--- config.mk ---
export PLATFORM = sky130hd
export DESIGN_NAME = control_unit
export DESIGN_NICKNAME = d
export VERILOG_FILES = /design/src/rtl/control_unit.sv
export SDC_FILE = /design/constraint.sdc
export NUM_CORES = 1
export LEC_CHECK = 0
export CORE_AREA = 2 2 70 66
export CTS_CLUSTER_SIZE = 28
export DETAILED_ROUTE_END_ITERATION = 8
export DIE_AREA = 0 0 72 68
export PLACE_DENSITY = 0.87
export SYNTH_ARGS = -nofsm -noshare
export SYNTH_HDL_FRONTEND = slang
export SYNTH_SLANG_ARGS = --single-unit
--- constraint.sdc ---
create_clock -name clk -period 2.3 [get_ports clk]
set_clock_uncertainty 0.2 [all_clocks]
set_input_delay 0.345 -clock clk [delete_from_list [all_inputs] [get_ports clk]]
set_output_delay 0.345 -clock clk [all_outputs]
set_load 0.01 [all_outputs]
--- src/rtl/control_unit.sv ---
// Hardwired step sequencer for the Mini SRC CPU: fetch (T0-T2), execute (T3-T7),
// a divider wait state and halt. Opcode IR[31:27] is decoded from T3 onward.
module control_unit #(
  parameter logic [4:0] OP_ADD = 5'b00011
) (
  input  logic        clk,
  input  logic        clr_n,
  input  logic [31:0] IR,
  input  logic        calc_finished,
  input  logic        CON_output,
  input  logic        stop,
  output logic        clr,
  output logic        IncPC,
  output logic        Read,
  output logic        Write,
  output logic        Gra,
  output logic        Grb,
  output logic        Grc,
  output logic        BAout,
  output logic        CONin,
  output logic        reset_div,
  output logic        Rin,
  output logic        MDR_rd,
  output logic        MAR_rd,
  output logic        HI_rd,
  output logic        LO_rd,
  output logic        Zhi_rd,
  output logic        Zlo_rd,
  output logic        PC_rd,
  output logic        Out_rd,
  output logic        Y_rd,
  output logic        IR_rd,
  output logic        R_out,
  output logic        MDR_out,
  output logic        HI_out,
  output logic        LO_out,
  output logic        Zlo_out,
  output logic        Zhi_out,
  output logic        PC_out,
  output logic        In_out,
  output logic        C_out,
  output logic [4:0]  op_sel,
  output logic        run,
  output logic [3:0]  state_dbg
);

  typedef enum logic [3:0] {
    S_RST, S_IDLE, S_T0, S_T1, S_T2, S_T3, S_T4, S_T5, S_T6, S_T7, S_DIVW, S_HALT
  } state_t;

  typedef enum logic [4:0] {
    C_LD, C_LDI, C_ST, C_ALU, C_IMM, C_DIV, C_MUL, C_NEG, C_BR, C_JR,
    C_JAL, C_IN, C_OUT, C_MFHI, C_MFLO, C_NOP, C_HALT
  } iclass_t;

  state_t      state;
  state_t      next_state;
  iclass_t     iclass;
  logic [4:0]  opcode;
  logic        unused_ir_bits;

  assign opcode         = IR[31:27];
  assign unused_ir_bits = ^IR[26:0];
  assign state_dbg      = state;

  always_ff @(posedge clk or negedge clr_n) begin
    if (!clr_n) state <= S_RST;
    else        state <= next_state;
  end

  // Opcode to instruction class; undefined codes behave as nop.
  always_comb begin
    iclass = C_NOP;
    case (opcode)
      5'b00000: iclass = C_LD;
      5'b00001: iclass = C_LDI;
      5'b00010: iclass = C_ST;
      5'b00011, 5'b00100, 5'b00101, 5'b00110, 5'b00111,
      5'b01000, 5'b01001, 5'b01010, 5'b01011: iclass = C_ALU;
      5'b01100, 5'b01101, 5'b01110: iclass = C_IMM;
      5'b01111: iclass = C_DIV;
      5'b10000: iclass = C_MUL;
      5'b10001, 5'b10010: iclass = C_NEG;
      5'b10011: iclass = C_BR;
      5'b10100: iclass = C_JR;
      5'b10101: iclass = C_JAL;
      5'b10110: iclass = C_IN;
      5'b10111: iclass = C_OUT;
      5'b11000: iclass = C_MFHI;
      5'b11001: iclass = C_MFLO;
      5'b11011: iclass = C_HALT;
      default:  iclass = C_NOP;
    endcase
  end

  always_comb begin
    next_state = state;
    clr = 1'b0; IncPC = 1'b0; Read = 1'b0; Write = 1'b0;
    Gra = 1'b0; Grb = 1'b0; Grc = 1'b0; BAout = 1'b0; CONin = 1'b0;
    reset_div = 1'b0; Rin = 1'b0;
    MDR_rd = 1'b0; MAR_rd = 1'b0; HI_rd = 1'b0; LO_rd = 1'b0; Zhi_rd = 1'b0;
    Zlo_rd = 1'b0; PC_rd = 1'b0; Out_rd = 1'b0; Y_rd = 1'b0; IR_rd = 1'b0;
    R_out = 1'b0; MDR_out = 1'b0; HI_out = 1'b0; LO_out = 1'b0; Zlo_out = 1'b0;
    Zhi_out = 1'b0; PC_out = 1'b0; In_out = 1'b0; C_out = 1'b0;
    op_sel = 5'b00000;
    run = !(state == S_RST || state == S_IDLE || state == S_HALT);

    case (state)
      S_RST: begin
        clr        = 1'b1;
        next_state = S_T0;
      end
      S_IDLE: begin
        if (!stop) next_state = S_T0;
      end
      S_T0: begin
        if (stop) begin
          next_state = S_IDLE;
        end else begin
          PC_out = 1'b1; MAR_rd = 1'b1; IncPC = 1'b1;
          next_state = S_T1;
        end
      end
      S_T1: begin
        Read = 1'b1; MDR_rd = 1'b1;
        next_state = S_T2;
      end
      S_T2: begin
        MDR_out = 1'b1; IR_rd = 1'b1;
        next_state = S_T3;
      end
      S_T3: begin
        next_state = S_T4;
        case (iclass)
          C_ALU, C_IMM: begin Grb = 1'b1; R_out = 1'b1; Y_rd = 1'b1; end
          C_NEG: begin
            Grb = 1'b1; R_out = 1'b1; Zlo_rd = 1'b1; op_sel = opcode;
          end
          C_MUL, C_DIV: begin Gra = 1'b1; R_out = 1'b1; Y_rd = 1'b1; end
          C_LD, C_LDI, C_ST: begin Grb = 1'b1; BAout = 1'b1; Y_rd = 1'b1; end
          C_BR: begin Gra = 1'b1; R_out = 1'b1; CONin = 1'b1; end
          C_JAL: begin PC_out = 1'b1; Grb = 1'b1; Rin = 1'b1; end
          C_JR: begin
            Gra = 1'b1; R_out = 1'b1; PC_rd = 1'b1; next_state = S_T0;
          end
          C_IN: begin
            In_out = 1'b1; Gra = 1'b1; Rin = 1'b1; next_state = S_T0;
          end
          C_OUT: begin
            Gra = 1'b1; R_out = 1'b1; Out_rd = 1'b1; next_state = S_T0;
          end
          C_MFHI: begin
            HI_out = 1'b1; Gra = 1'b1; Rin = 1'b1; next_state = S_T0;
          end
          C_MFLO: begin
            LO_out = 1'b1; Gra = 1'b1; Rin = 1'b1; next_state = S_T0;
          end
          C_HALT:  next_state = S_HALT;
          default: next_state = S_T0;
        endcase
      end
      S_T4: begin
        next_state = S_T5;
        case (iclass)
          C_ALU: begin
            Grc = 1'b1; R_out = 1'b1; Zlo_rd = 1'b1; op_sel = opcode;
          end
          C_IMM: begin C_out = 1'b1; Zlo_rd = 1'b1; op_sel = opcode; end
          C_NEG: begin
            Zlo_out = 1'b1; Gra = 1'b1; Rin = 1'b1; next_state = S_T0;
          end
          C_MUL: begin
            Grb = 1'b1; R_out = 1'b1; Zhi_rd = 1'b1; Zlo_rd = 1'b1;
            op_sel = opcode;
          end
          C_DIV: begin
            Grb = 1'b1; R_out = 1'b1; reset_div = 1'b1; op_sel = opcode;
            next_state = S_DIVW;
          end
          C_LD, C_LDI, C_ST: begin C_out = 1'b1; Zlo_rd = 1'b1; op_sel = OP_ADD; end
          C_BR: begin PC_out = 1'b1; Y_rd = 1'b1; end
          C_JAL: begin
            Gra = 1'b1; R_out = 1'b1; PC_rd = 1'b1; next_state = S_T0;
          end
          default: next_state = S_T0;
        endcase
      end
      // Operands stay on the bus until the divider reports completion.
      S_DIVW: begin
        Grb = 1'b1; R_out = 1'b1; op_sel = opcode;
        if (calc_finished) begin
          Zhi_rd = 1'b1; Zlo_rd = 1'b1;
          next_state = S_T5;
        end
      end
      S_T5: begin
        next_state = S_T0;
        case (iclass)
          C_ALU, C_IMM, C_LDI: begin Zlo_out = 1'b1; Gra = 1'b1; Rin = 1'b1; end
          C_MUL, C_DIV: begin Zlo_out = 1'b1; LO_rd = 1'b1; next_state = S_T6; end
          C_LD, C_ST: begin Zlo_out = 1'b1; MAR_rd = 1'b1; next_state = S_T6; end
          C_BR: begin
            C_out = 1'b1; Zlo_rd = 1'b1; op_sel = OP_ADD; next_state = S_T6;
          end
          default: next_state = S_T0;
        endcase
      end
      S_T6: begin
        next_state = S_T0;
        case (iclass)
          C_MUL, C_DIV: begin Zhi_out = 1'b1; HI_rd = 1'b1; end
          C_LD: begin Read = 1'b1; MDR_rd = 1'b1; next_state = S_T7; end
          C_ST: begin Gra = 1'b1; R_out = 1'b1; MDR_rd = 1'b1; next_state = S_T7; end
          C_BR: begin
            if (CON_output) begin Zlo_out = 1'b1; PC_rd = 1'b1; end
          end
          default: next_state = S_T0;
        endcase
      end
      S_T7: begin
        next_state = S_T0;
        case (iclass)
          C_LD:    begin MDR_out = 1'b1; Gra = 1'b1; Rin = 1'b1; end
          C_ST:    Write = 1'b1;
          default: next_state = S_T0;
        endcase
      end
      S_HALT:  next_state = S_HALT;
      default: next_state = S_RST;
    endcase
  end

endmodule

-- After elaboration in Yosys (flattened, before gate mapping)
Memories as Yosys holds them, arrays and structs flattened.
Cells that the tools add are included.
- register bits: 4
- ROM bits: 160
- output and inout bits: 40
- logic and storage cells: 125
- memories: 1
- equal/unequal tests: 28
- mux-type cells: 71
- reductions and logical operators: 24
- memories (memory ; depth ; bits a word ; read ports ; clocked after Yosys merged registers in ; wr ports ; line ; RTL):
    (name not given) ; 32 ; 5 ; 1 ; 0 ; 0 ; 74 ; case (opcode)
- operators with widths (cell ; number):
    two-way mux 1 bit ; 44
    case mux 4 bit (11 select lines) ; 1
    equality test 5 x 4 -> 1 bit, second input constant ; 7
    OR reduction 7 bit ; 3
    equality test 5 x 3 -> 1 bit, second input constant ; 4
    case mux 5 bit (4 select lines) ; 1
    equality test 4 x 3 -> 1 bit, second input constant ; 4
    equality test 4 bit, second input constant ; 4
    two-way mux 4 bit ; 4
    case mux 4 bit (2 select lines) ; 2
    OR reduction 4 bit ; 4
    OR reduction 8 bit ; 2
    case mux 1 bit (2 select lines) ; 7
    case mux 1 bit (3 select lines) ; 4
    case mux 1 bit (4 select lines) ; 3
    equality test 5 x 2 -> 1 bit, second input constant ; 2
    case mux 5 bit (2 select lines) ; 1
    OR reduction 10 bit ; 1
    equality test 4 x 2 -> 1 bit, second input constant ; 2
    OR reduction 2 bit ; 4
    OR reduction 3 bit ; 2
    OR reduction 6 bit ; 1
    equality test 5 x 1 -> 1 bit, second input constant ; 1
    equality test 5 bit, second input constant ; 1
    11 further kinds ; 14

-- Logic depth before layout (Yosys ltp)
An unclocked memory read counts as a cell.
- depth in word-level cells: 5
- gate-level depth with buffers: 9
- gate-level depth less buffers: 7

-- Worst setup path after synthesis
Ideal clock, no wire load.
- path kind: input to output
- from: input IR[27]
- to: output Zhi_out
- arrival: 2.149 ns
- slack: -0.394 ns
- stages: 8
- buffers on the path: 1
- cell sequence: ha_1 -> o31a_1 -> o21a_1 -> nor2_8 -> mux2i_2 -> nand2_1 -> nor4_2 -> buf_4
- word-level cells in the longest chain between the ends: 5
- elaborated cells on any way between the ends: 6
- classes of those cells: eq/ne: 2; mux: 2; reduce/logical: 1; memory: 1
- ends and longest elaborated chain (what ; line ; RTL):
    from (decl) ; 8 ; input logic [31:0] IR,
    memory read (32 x 5 bit) (*) ; - ;
    equality test 5 x 3 -> 1 bit ; - ;
    OR reduction 2 bit (no source line) (*) ; - ;
    two-way mux 1 bit (*) (2 in a row) ; - ;
    to (decl) ; 38 ; output logic Zhi_out,
Mark *: on every way between the ends. The rest lies on a longest branch, timed or not.

-- Worst setup path after layout
- from: input IR[31]
- to: output Zlo_rd
- word-level cells in the longest chain between the ends: 5
- elaborated cells on any way between the ends: 14
- classes of those cells: eq/ne: 7; mux: 4; reduce/logical: 2; memory: 1
- ends and longest elaborated chain (what ; line ; RTL):
    memory read (32 x 5 bit) (*) ; - ;
    equality test 5 x 2 -> 1 bit (tied with other cells) ; 164 ; case (iclass)
    OR reduction 6 bit (no source line) ; - ;
    two-way mux 1 bit ; 164 ;
    case mux 1 bit (4 select lines) (*) ; 108 ; case (state)
    to (decl) ; 28 ; output logic Zlo_rd,
Marked as above.

==> summary.txt <==
Critical path class - input port to output pin
Crit share post-route - 123%
Critical Path End Type - output pin
Count leader, synth - nor2_1
Drt initial violations - 346
Post-route cell area - 3610 sq um
Post-Synth Adder-Cell Area - 2.35%
Cell depth of the worst flop-to-flop path - 10
Starting Density - 35.3%
Outcome - finished, violations left
Vias/cell - 6.69
Max reg flops - 4
Placer Congestion - 0.986
CP Cell Sequence - clkdlybuf4s15_1 > buf_6 > buf_6 > nand3b_1 > o41ai_4 > buf_4 > buf_6 > buf_4 > a311oi_1 > o311ai_2 > buf_2
Layout Cells excl Fill - 439
Max Cap Violations - 0
Reg clk slew, reported paths - 30 ps
Post-Synthesis Cell Area - 1490 sq um
Commonest cells post-synth - nor2_1 (30), nand2_1 (20), a21oi_1 (13)
Placed cell count - 400
Layout cell share with drive strength beyond 1 - 67.6%
Worst-Margin Slew - 592 ps
Mean routed wirelength per cell - 23.8 microns
Yosys top cell area share - 7.55%
Final Hold Violating Endpoints - 0
Startpoint Class - input port
R2R Path Start - state_dbg[1]$_DFFE_PN0P_
Core box area - 4230 sq um
Worst-path fanout max - 7
YS warnings - 0
Largest family of logic cells by synthesized area - simple AND/OR/NAND/NOR gates
Clk Latency, worst-skew pair - 210 ps
CTS Buf Count - 3
Vias in the first global route - 2711
Die Ht - 68 microns
Crit path top cell by count - buf_6
Dominant synthesized flop cell - dfrtp_1
Syn Area/Cell - 6.66 sq um
Initial antenna violation count - 0
First-pass GRT wire length - 14.0 mm
Slew Limit Fails - 0
Setup TNS - -13290 ps
Synth cell types - 64
Placed cell areas - 2830 sq um
Setup violators final - 37
Die width - 72 microns
Post-synth EDFFs - 0
Max stage delay on crit path - 360 ps
Clock Tree Buf Depth - 2
Worst IR Drop VDD - 0.000548 V
DR vias - 2937
Reg-to-reg slack, setup - -140 ps
Number of H-tree levels - 1
Post-synth top area cell - nor2_1
Async SR Flop Fraction - 100%
Pre-antenna DRT Iters - 5
Worst setup margin - -539 ps
Failing checks - negative setup slack
Io pins - 77
Fmax - 352 MHz
Lkg Pwr - 1.65 nW
DIE AREA - 4900 sq um
RSZ-0062 raised after global routing - yes
Final Total Pwr - 2.26 mW
IO buf count - 49
Site Rows - 23
Tot GR Track Use - 37.4%
Tmin final - 2840 ps
Post-synthesis register bit count - 4
Clock sinks - 4
Mux contribution to synthesized area - 0.923%
Hold buffer count at cts - 0
Post-Synth Simple-Gate Area - 43.2%
Largest net degree at the start of global routing - 18
Total Wirelength - 10.4 mm
RR Endpoint - state_dbg[3]$_DFFE_PN0P_
Critical Path AT - 2290 ps
Area growth, synth to finish - 142%
DRC - 0
Compound-cell area share of the yosys netlist - 36.9%
Final cell utilization of the core - 85.4%
FILL cells - 197
XOR/XNOR Fraction of Synth Area - 0.587%
CTS tree - built
Cells after Synth - 224
Register area share after synthesis - 6.71%
Worst hold path type - input port to asynchronous set/reset pin
Synthesized Nets - 263
Slowest stage cell on the critical path - a311oi_1
Slew HR - 60.2%
Remaining Overflow, GRT - 0
Clock Tree Root - clkbuf_8
Power per cell area - 625 nW/um^2
# diodes - 0
CP Data Required Time - 1750 ps
Crit path from - IR[31]
DP HPWL - 5.30 mm
Area contributors post-synth - nor2_1 (7.6%), dfrtp_1 (6.7%), nand2_1 (5.0%)
Final antenna-violating net count - 0
Layout net count - 430
## placed cells by master, fill, tap and decap left out, types with 3 or more instances in the layout
cell type	count
o211ai_1	4
nand2_4	3
o21ai_1	3
buf_4	95
a21oi_1	4
nand3_1	6
buf_6	38
nand4_1	3
clkbuf_8	3
nand2_2	4
o22ai_1	3
a31oi_1	3
buf_8	3
nor2_1	26
nand2b_1	6
nor2_2	3
o21ai_2	3
nor3_4	9
a31oi_4	3
o21ai_0	6
nor3_1	3
buf_2	26
or3_4	3
a21oi_4	3
nand2_1	15
a21oi_2	8
nand2b_4	6
nor2b_1	5
o31ai_4	3
clkdlybuf4s50_1	8
dfrtp_1	4
## worst max path at each step
stage                            to  slack (ps)  cells past startpoint
after floorplan             Zhi_out        -270                      8
after global placement        HI_rd       -1310                     10
after detailed placement  op_sel[4]       -1410                     10
after CTS                   Zhi_out        -410                     11
after global routing          R_out        -660                     11
final                        Zlo_rd        -540                     11
## logic make-up after synthesis
group,after synthesis
adder cells (fa/ha/maj),3
XOR/XNOR,1
multiplexers,1
buffers and inverters,22
flip-flops,4
AND/OR/NAND/NOR,119
AO/OA/AOI/OAI,74
## per-stage QoR
step	setup slack, ps	hold slack, ps
floorplan	-265	-151
global placement	-1310	349
detailed placement	-1410	360
CTS	-413	137
global route	-660	148
finish	-539	140
## repair_timing
item                                    in CTS  in global routing
endpoints found under the setup margin      39                 39
gates cloned                                 1                  0
resized for setup                          240                 38
buffers inserted                            23                 14
pin swaps                                   42                 18
## layout make-up
| type | count | area (sq um) | share of cell area [%] |
|---|---|---|---|
| well taps | 50 | 62.6 | 1.73 |
| multi-input cells | 198 | 1860 | 51.4 |
| inverters | 4 | 16.3 | 0.450 |
| clock buffers | 3 | 41.3 | 1.14 |
| flip-flops and latches | 4 | 100 | 2.77 |
| repair buffers | 180 | 1540 | 42.5 |
## report_power, final
part	internal, mW	total [mW]	switching (mW)
logic	0.921	1.99	1.07
registers	0.100	0.123	0.0226
clock network	0.111	0.145	0.0339
total	1.13	2.26	1.13
## layer usage
| layer | part of all wire (%) | global-route usage, % | routed length [microns] |
|---|---|---|---|
| met2 | 45 | 63.1 | 4730 |
| met5 | 0 | 0 | 0 |
| met3 | 11 | 5.01 | 1170 |
| met4 | 7.8 | 23.3 | 813 |
| met1 | 36 | 45.5 | 3730 |
## worst max-delay path, delay by kind of cell
family,cells,cell delay (ps)
and+or+nand+nor,1,210
buffers and inverters,7,1120
AOI/OAI and AO/OA,3,620
Note: power is estimated with default switching activity, not from simulation.
==> patch (same flow settings) <==
Register the input `CON_output` before use. The logic sees it one clock later. The other inputs are not delayed to match.
--- a/src/rtl/control_unit.sv
+++ b/src/rtl/control_unit.sv
@@ -53,6 +53,12 @@
     C_JAL, C_IN, C_OUT, C_MFHI, C_MFLO, C_NOP, C_HALT
   } iclass_t;
 
+  logic CON_output_q;
+
+  always_ff @(posedge clk) begin
+    CON_output_q <= CON_output;
+  end
+
   state_t      state;
   state_t      next_state;
   iclass_t     iclass;
@@ -212,7 +218,7 @@
           C_LD: begin Read = 1'b1; MDR_rd = 1'b1; next_state = S_T7; end
           C_ST: begin Gra = 1'b1; R_out = 1'b1; MDR_rd = 1'b1; next_state = S_T7; end
           C_BR: begin
-            if (CON_output) begin Zlo_out = 1'b1; PC_rd = 1'b1; end
+            if (CON_output_q) begin Zlo_out = 1'b1; PC_rd = 1'b1; end
           end
           default: next_state = S_T0;
         endcase
Function: changed (a bounded check fails within 10 cycles, from zero or initial values).
==> patch against the original RTL <==
The run still ends with negative setup slack left. Utilization grew 1.3 points. Synthesized area grew 1.3%. Count of clock-buffer cells in the layout grew 1. Worst setup slack gained 0.052 ns. Cell area grew 1.5%. Power grew 6.1%. Die area is the same. Non-clock buffer count shrank 3. Wire length grew 4.9%. Worst hold slack lost 0.015 ns. Sequential cell count grew 1. Global-route usage shrank 0.19 points. Via count grew 2.7%.
==> patch: results <==
set metrics [dict create \
    holdCritPathClass "in2async" \
    slew_headroom_pct 71.3 \
    dr.first_iter.drc_count 479 \
    dp_hpwl_mm 5.24 \
    worstPathMaxFanout 6 \
    nets 428 \
    place_inst 393 \
    vias 3017 \
    ir_drop_mv 0.886 \
    wl_mm 11.0 \
    setup_viol 36 \
    wl_per_cell_um 25.0 \
    ys_seq_area_share_pct 7.95 \
    place.gp.congestion 0.993 \
    grt_use_total_pct 37.2 \
    synth.area.top_cells "nor2_1 7.5%, dfrtp_1 6.6%, nand2_1 5.0%" \
    crit_arrival_ns 2.24 \
    synth.distinct_cells 65 \
    synthArstFlopShare_pct 80.0 \
    leakagePower_nw 1.64 \
    grt_max_degree 18 \
    syn_avg_cell_area_um2 6.72 \
    first_pass_iters 7 \
    cp_slowest_cell "o211ai_1" \
    clk_latency_ns 0.23 \
    violations "negative setup slack" \
    drive_gt1_share_pct 67.5 \
    grt_pass1_vias 2765 \
    grt_pass1_wl_mm 14.0 \
    slowest_delay_ns 0.32 \
    place_ws_ns -1.35 \
    worst_slack_ns -0.487 \
    outcome "finished with violations" \
    syn_nets 264 \
    drv_slew 0 \
    setup_tns_ns -11.55 \
    cts_max_level 1 \
]
-- patch: cell types whose count changed after synthesis, sizes merged --
cell,unedited run,this run
dfxtp,0,1
-- patch: per-stage QoR --
step / power, mW / instance area [µm²]
CTS: 1.97 / 3400
detailed placement: 1.61 / 2800
finish: 2.40 / 3670
global placement: 1.56 / 2800
global route: 2.42 / 3670
floorplan: 0.894 / 1730
-- patch: logic make-up after synthesis --
kind of cell	synth area share, %
flip-flops	7.95
adder cells (fa/ha/maj)	2.32
buffers and inverters	9.19
XOR/XNOR	0.580
AO/OA/AOI/OAI	36.4
AND/OR/NAND/NOR	42.6
multiplexers	0.910
-- patch: final cells by class --
cell class	instances	area [µm²]
clock buffer	4	45.0
sequential	5	120
timing repair buffer	177	1550
tap	50	62.6
fill	186	563
multi-input combinational	198	1880
inverter	4	15.0
-- patch: layer usage --
metal	wire length, µm	track usage, %	up-vias
met3	1370	6.77	109
met1	3790	42.5	1390
met2	4990	66.4	332
met5	0	0	-
met4	807	20.3	0
li1	-	-	1186
-- patch: critical path, delay by kind of cell --
| family | cells | cell delay [ns] |
|---|---|---|
| and+or+nand+nor | 4 | 0.54 |
| buffers and inverters | 5 | 0.70 |
| AOI/OAI and AO/OA | 2 | 0.64 |
-- patch: power by group --
part	internal [mW]	total, mW	switching [mW]
clock	0.119	0.167	0.0472
sequential	0.119	0.143	0.0245
combinational	0.947	2.09	1.14
total	1.19	2.40	1.21
-- patch: final timing paths --
path	from	to	slack, ns	cells after the start
worst max-delay path	IR[30]	Gra	-0.49	11
worst min-delay path	clr_n	state_dbg[3]$_DFFE_PN0P_	0.12	1
worst max register to register	state_dbg[3]$_DFFE_PN0P_	state_dbg[3]$_DFFE_PN0P_	0.10	10
worst min register to register	state_dbg[2]$_DFFE_PN0P_	state_dbg[0]$_DFFE_PN0P_	0.68	3
max in group asynchronous	clr_n	state_dbg[1]$_DFFE_PN0P_	1.60	1
min in group clk	CON_output	CON_output_q$_DFF_P_	0.37	1
-- patch: timing repair --
item,CTS,global route
resized for setup,259,44
cloned,2,0
buffers inserted,28,16
endpoints found under the setup margin,39,38
pin swaps,45,32
hold buffers,0,0
hold endpoints to repair,0,0
